**src/rtl/fetch_sequencer.sv**
```systemverilog
// Instruction-fetch controller: owns the PC, drives the program ROM address,
// absorbs the ROM's one-cycle read latency and hands words to decode over valid/ready.
module fetch_sequencer #(
  parameter int AW       = 4,
  parameter int DW       = 4,
  parameter int RESET_PC = 0
) (
  input  logic          clk,
  input  logic          rst_n,
  input  logic          run,
  output logic [AW-1:0] addr_p,
  input  logic [DW-1:0] prom_data,
  output logic [DW-1:0] instr,
  output logic [AW-1:0] instr_pc,
  output logic          instr_valid,
  input  logic          instr_ready,
  input  logic          jump_en,
  input  logic [AW-1:0] jump_addr,
  input  logic          halt_req,
  output logic          halted
);

  localparam logic [AW-1:0] RST_PC = AW'(RESET_PC);

  typedef enum logic [2:0] {
    IDLE   = 3'd0,
    FETCH  = 3'd1,
    CAPT   = 3'd2,
    VALID  = 3'd3,
    HALTED = 3'd4
  } state_t;

  state_t        state;
  logic [AW-1:0] pc;

  // ROM registers the address itself, so addr_p is a bare wire off the pc flop
  assign addr_p = pc;

  always_ff @(posedge clk or negedge rst_n) begin
    if (!rst_n) begin
      state       <= IDLE;
      pc          <= RST_PC;
      instr       <= '0;
      instr_pc    <= '0;
      instr_valid <= 1'b0;
      halted      <= 1'b0;
    end else begin
      case (state)
        IDLE: begin
          if (run) state <= FETCH;
        end
        FETCH: begin
          state <= CAPT;
        end
        CAPT: begin
          instr       <= prom_data;
          instr_pc    <= pc;
          instr_valid <= 1'b1;
          pc          <= pc + AW'(1);
          state       <= VALID;
        end
        VALID: begin
          // jump/halt only mean something alongside the accepted word
          if (instr_ready) begin
            instr_valid <= 1'b0;
            if (jump_en) pc <= jump_addr;
            if (halt_req) begin
              halted <= 1'b1;
              state  <= HALTED;
            end else begin
              state  <= FETCH;
            end
          end
        end
        HALTED: begin
          if (run) begin
            halted <= 1'b0;
            state  <= FETCH;
          end
        end
        default: state <= IDLE;
      endcase
    end
  end

endmodule
```
**config.mk**
```make
export PLATFORM = sky130hd
export DESIGN_NAME = fetch_sequencer
export DESIGN_NICKNAME = d
export VERILOG_FILES = /design/src/rtl/fetch_sequencer.sv
export SDC_FILE = /design/constraint.sdc
export NUM_CORES = 1
export LEC_CHECK = 0
export CORE_MARGIN = 1
export CORE_UTILIZATION = 55
export CTS_CLUSTER_DIAMETER = 40
export DETAILED_ROUTE_END_ITERATION = 6
export DONT_BUFFER_PORTS = 1
export PLACE_DENSITY = 0.68
export SETUP_SLACK_MARGIN = 0.4
export SYNTH_ARGS = -nofsm -noshare
export SYNTH_HDL_FRONTEND = slang
export SYNTH_SLANG_ARGS = --single-unit
export TNS_END_PERCENT = 30
```
**constraint.sdc**
```tcl
create_clock -name clk -period 3.3 [get_ports clk]
set_input_delay 0.66 -clock clk [delete_from_list [all_inputs] [get_ports clk]]
set_output_delay 0.66 -clock clk [all_outputs]
set_load 0.1 [all_outputs]
```
======== Yosys cells after proc, flatten, opt, wreduce, memory -nomap -nowiden ========
Cells that the tools add are included.
storage, ports and cells
  register bits ........................... 17
  bits in latches ......................... 0
  memory bits (writable) .................. 0
  ROM bits ................................ 0
  input bits .............................. 14
  output and inout bits ................... 14
  memories ................................ 0
operators by class
  add/subtract/negate cells ............... 1
  $mul .................................... 0
  div/mod/pow operators ................... 0
  order comparisons ....................... 0
  equal/unequal tests ..................... 9
  shifts and indexed selects .............. 0
  multiplexer cells ....................... 13
  bitwise gates (word level) .............. 0
  reduce and logical (&&, ||, !) cells .... 8
operator list
  cell                   count
  $pmux W3 S4            1
  $mux W3                3
  $mux W4                2
  $ne A2 B2 Y1 const B   4
  $pmux W4 S2            1
  $eq A3 B2 Y1 const B   2
  $add A4 B1 Y4 const B  1
  $mux W1                4
  $pmux W1 S2            2
  $reduce_and A2 Y1      2
  $reduce_and A4 Y1      1
  $reduce_bool A2 Y1     2
  $eq A3 B1 Y1 const B   1
  $eq A3 B3 Y1 const B   1
  $logic_not A3 Y1       1
  $reduce_and A3 Y1      1
  $ne A2 B1 Y1 const B   1
  $reduce_or A2 Y1       1

======== Logic depth before layout (Yosys ltp) ========
  depth after elaboration ................. 4
  mapped depth ............................ 4
  mapped depth without buffers ............ 4

======== Worst setup path before layout ========
No wires, ideal clock.
  path type ............................... flip-flop to flip-flop
  from .................................... register pc[1], in the netlist addr_p[1]
  to ...................................... register pc[1], in the netlist addr_p[1]
  setup time .............................. 0.126 ns
  arrival time ............................ 1.854 ns
  slack ................................... 1.320 ns
  stages on the path, launching flop included .. 4
  path buffers ............................ 0
  period minus slack after synthesis ...... 1.980 ns
  cells stage by stage .................... dfrtp_1 -> ha_1 -> mux2_1 -> mux2_2
on the way
  longest elaborated chain between the ends .. 2
RTL lines
  what                    RTL line  text
  start, declared         34        logic [AW-1:0] pc;
  start signal, assigned  59        pc <= pc + AW'(1);
  start signal, assigned  66        if (jump_en) pc <= jump_addr;
  $add A4 B1 Y4           59
  $pmux W4 S2             48        case (state)
Every way passes these cells.
A chain may end at the register's enable or synchronous reset.

======== Worst setup path in the final report ========
  from .................................... register pc[2], in the netlist addr_p[2]
  to ...................................... output port addr_p[2]
RTL lines
  what           RTL line  text
  end, declared  11        output logic [AW-1:0] addr_p,
No word-level cell between the ends.

==> impl_results.md <==
* WL final at 1390 um
* Crit path time final at 1.99 ns
* Met2 WL at 595 um
* DIE AREA at 1620 um^2
* Top FF cell, synth: dfrtp_1
* # Max-Cap Violations at 0
* Pre-antenna DRT Iters at 4
* Port Buffer Count at 0
* Avg Inst Size Synth at 12.0 um^2
* Worst Max-Slew Pin Slew at 1.05 ns
* DRC viols at 0
* Syn nets at 82
* Routed Antenna Nets at 0
* Hold Crit Class: in2async
* Clock buffer count from CTS at 3
* Fin. Hold Viols at 0
* RSZ-0062 raised after global routing: false
* Vias/cell at 6.31
* Die Width at 40.2 um
* M1 wire length at 686 um
* Layout cells sized above 1 at 25.4%
* Post-DP HPWL at 997 um
* Outcome: finished, final reports clean
* Die Y at 40.2 um
* Post-CTS sizing at 0
* Worst EP arrival at 1.33 ns
* Normalized max-slew margin at 30.0%
* Min Hold Slack at 0.0561 ns
* Clock net sink count at 17
* Commonest non-fill, non-tap cell in the layout: dfrtp_1
* Worst Setup Start Kind: flop
* Async SR Flop Fraction at 100%
* Post-synthesis cell type count at 32
* Met3 WL at 94 um
* GRT Residual Overflow at 0
* CTS Hold Buffers Added at 0
* Skew final at 0.00374 ns
* Largest net degree at the start of global routing at 18
* Fmax at 502 MHz
* CTS root buf: clkbuf_4
* Vias at 543
* # rows at 13
* ANT cells at 0
* Drt wl/cell at 16.2 um
* Clock Tree Buf Depth at 2
* Crit Path Category: reg2out
* Period utilisation layout at 60.3%
* Gpl congestion at 0.728
* Post-CTS setup buffers at 0
* Ports at 28
* Mapped Area at 803 um^2
* Top sig layer: met4
* Slew Viols, Final at 0
* All-Layer GR Usage at 20.3%
* Largest fanout on the critical path at 8
* Post-layout nets at 87
* Worst-path clk slew at 0.10 ns
* Synth Register Bits at 17
* CP Capture Type: primary output
* H-tree levels at 1
* Clock Latency Late Sink at 0.28 ns
* Setup TNS at 0 ns
* Data required, critical path at 2.64 ns
* Post-synth EDFFs at 0
* Vias in the first global route at 476
* Initial antenna violation count at 0
* Cell count after synthesis at 67
* Initial Util at 60.2%
* Area of the core at 1330 um^2
* Most frequent cells in the layout: 17 x dfrtp_1, 9 x mux2_2, 3 x nand3_1, 3 x nor2_1, 3 x clkbuf_4
* Core Util, Final at 64.1%
* CTS tree: yes
* Initial DRC Count at 33
* Seq/Total Area, Yosys at 53.0%
* First-pass GRT wire length at 2110 um
* Final setup fails at 0
* Area growth syn-to-layout at 6.39%
* Yosys warnings at 0
state kept, by name, indices dropped and copies added (netlist names):
name	cells
addr_p	4
halted	1
instr	4
instr_pc	4
instr_valid	1
state	3
Yosys cell counts, types with 2 or more instances:
| cell | count | area share, % |
|---|---|---|
| a211oi_1 | 2 | 1.9 |
| dfrtp_1 | 17 | 53 |
| nand3_1 | 3 | 1.9 |
| o21ai_0 | 2 | 1.2 |
| mux2_2 | 9 | 13 |
| inv_1 | 2 | 0.93 |
| buf_2 | 2 | 1.2 |
| nor2b_1 | 2 | 1.6 |
| nor2_1 | 3 | 1.4 |
| a21oi_1 | 2 | 1.2 |
| nand4b_1 | 2 | 2.2 |
through the flow:
step,area (um^2),instances,worst slack [ns]
after global routing,855,86,1.25
final,855,86,1.31
after global placement,827,82,1.63
after floorplan,803,67,1.32
after detailed placement,827,82,1.58
after CTS,855,86,1.30
layer usage:
| metal | up-vias | track usage, % |
|---|---|---|
| li1 | 259 | - |
| met1 | 260 | 29.9 |
| met2 | 22 | 27.0 |
| met3 | 2 | 3.89 |
| met4 | 0 | 12.5 |
| met5 | - | 0 |
cell families after synthesis:
logic type | count (synthesis) | synth area share (%)
simple gates | 19 | 15.1
flops | 17 | 53.0
compound gates | 15 | 12.9
mux | 11 | 15.3
buf+inv | 4 | 2.18
fa+ha+maj | 1 | 1.56
worst register-to-register path, stage by stage, from the launching register on:
cell	delay, ns
dfrtp_1	1.05
nand3_1	0.18
a211oi_1	0.31
a2bb2oi_1	0.17
path summary, 6_finish.rpt:
path,from,end,slack (ns),depth (start not counted)
worst max register to register,addr_p[2]$_DFFE_PN0P_,addr_p[3]$_DFFE_PN0P_,1.53,3
worst min register to register,state[2]$_DFFE_PN0P_,state[1]$_DFFE_PN0P_,0.53,1
max in group asynchronous,rst_n,addr_p[3]$_DFFE_PN0P_,3.17,0
worst max-delay path,addr_p[2]$_DFFE_PN0P_,addr_p[2],1.31,0
worst min-delay path,rst_n,instr_pc[2]$_DFFE_PN0N_,0.06,0
min in group clk,run,state[2]$_DFFE_PN0P_,0.48,1
layout make-up:
| type | instances | area (um^2) |
|---|---|---|
| Inverter | 2 | 7.51 |
| Clock inverter | 1 | 5.00 |
| Tap cell | 15 | 18.8 |
| Clock buffer | 3 | 22.5 |
| Timing Repair Buffer | 2 | 15.0 |
| Sequential cell | 17 | 425 |
| Multi-Input combinational cell | 46 | 360 |
| Fill cell | 112 | 479 |
Power is left out: the tool's default activity adds up to more than one toggle a clock period on the data nets, which glitch-free logic cannot reach.
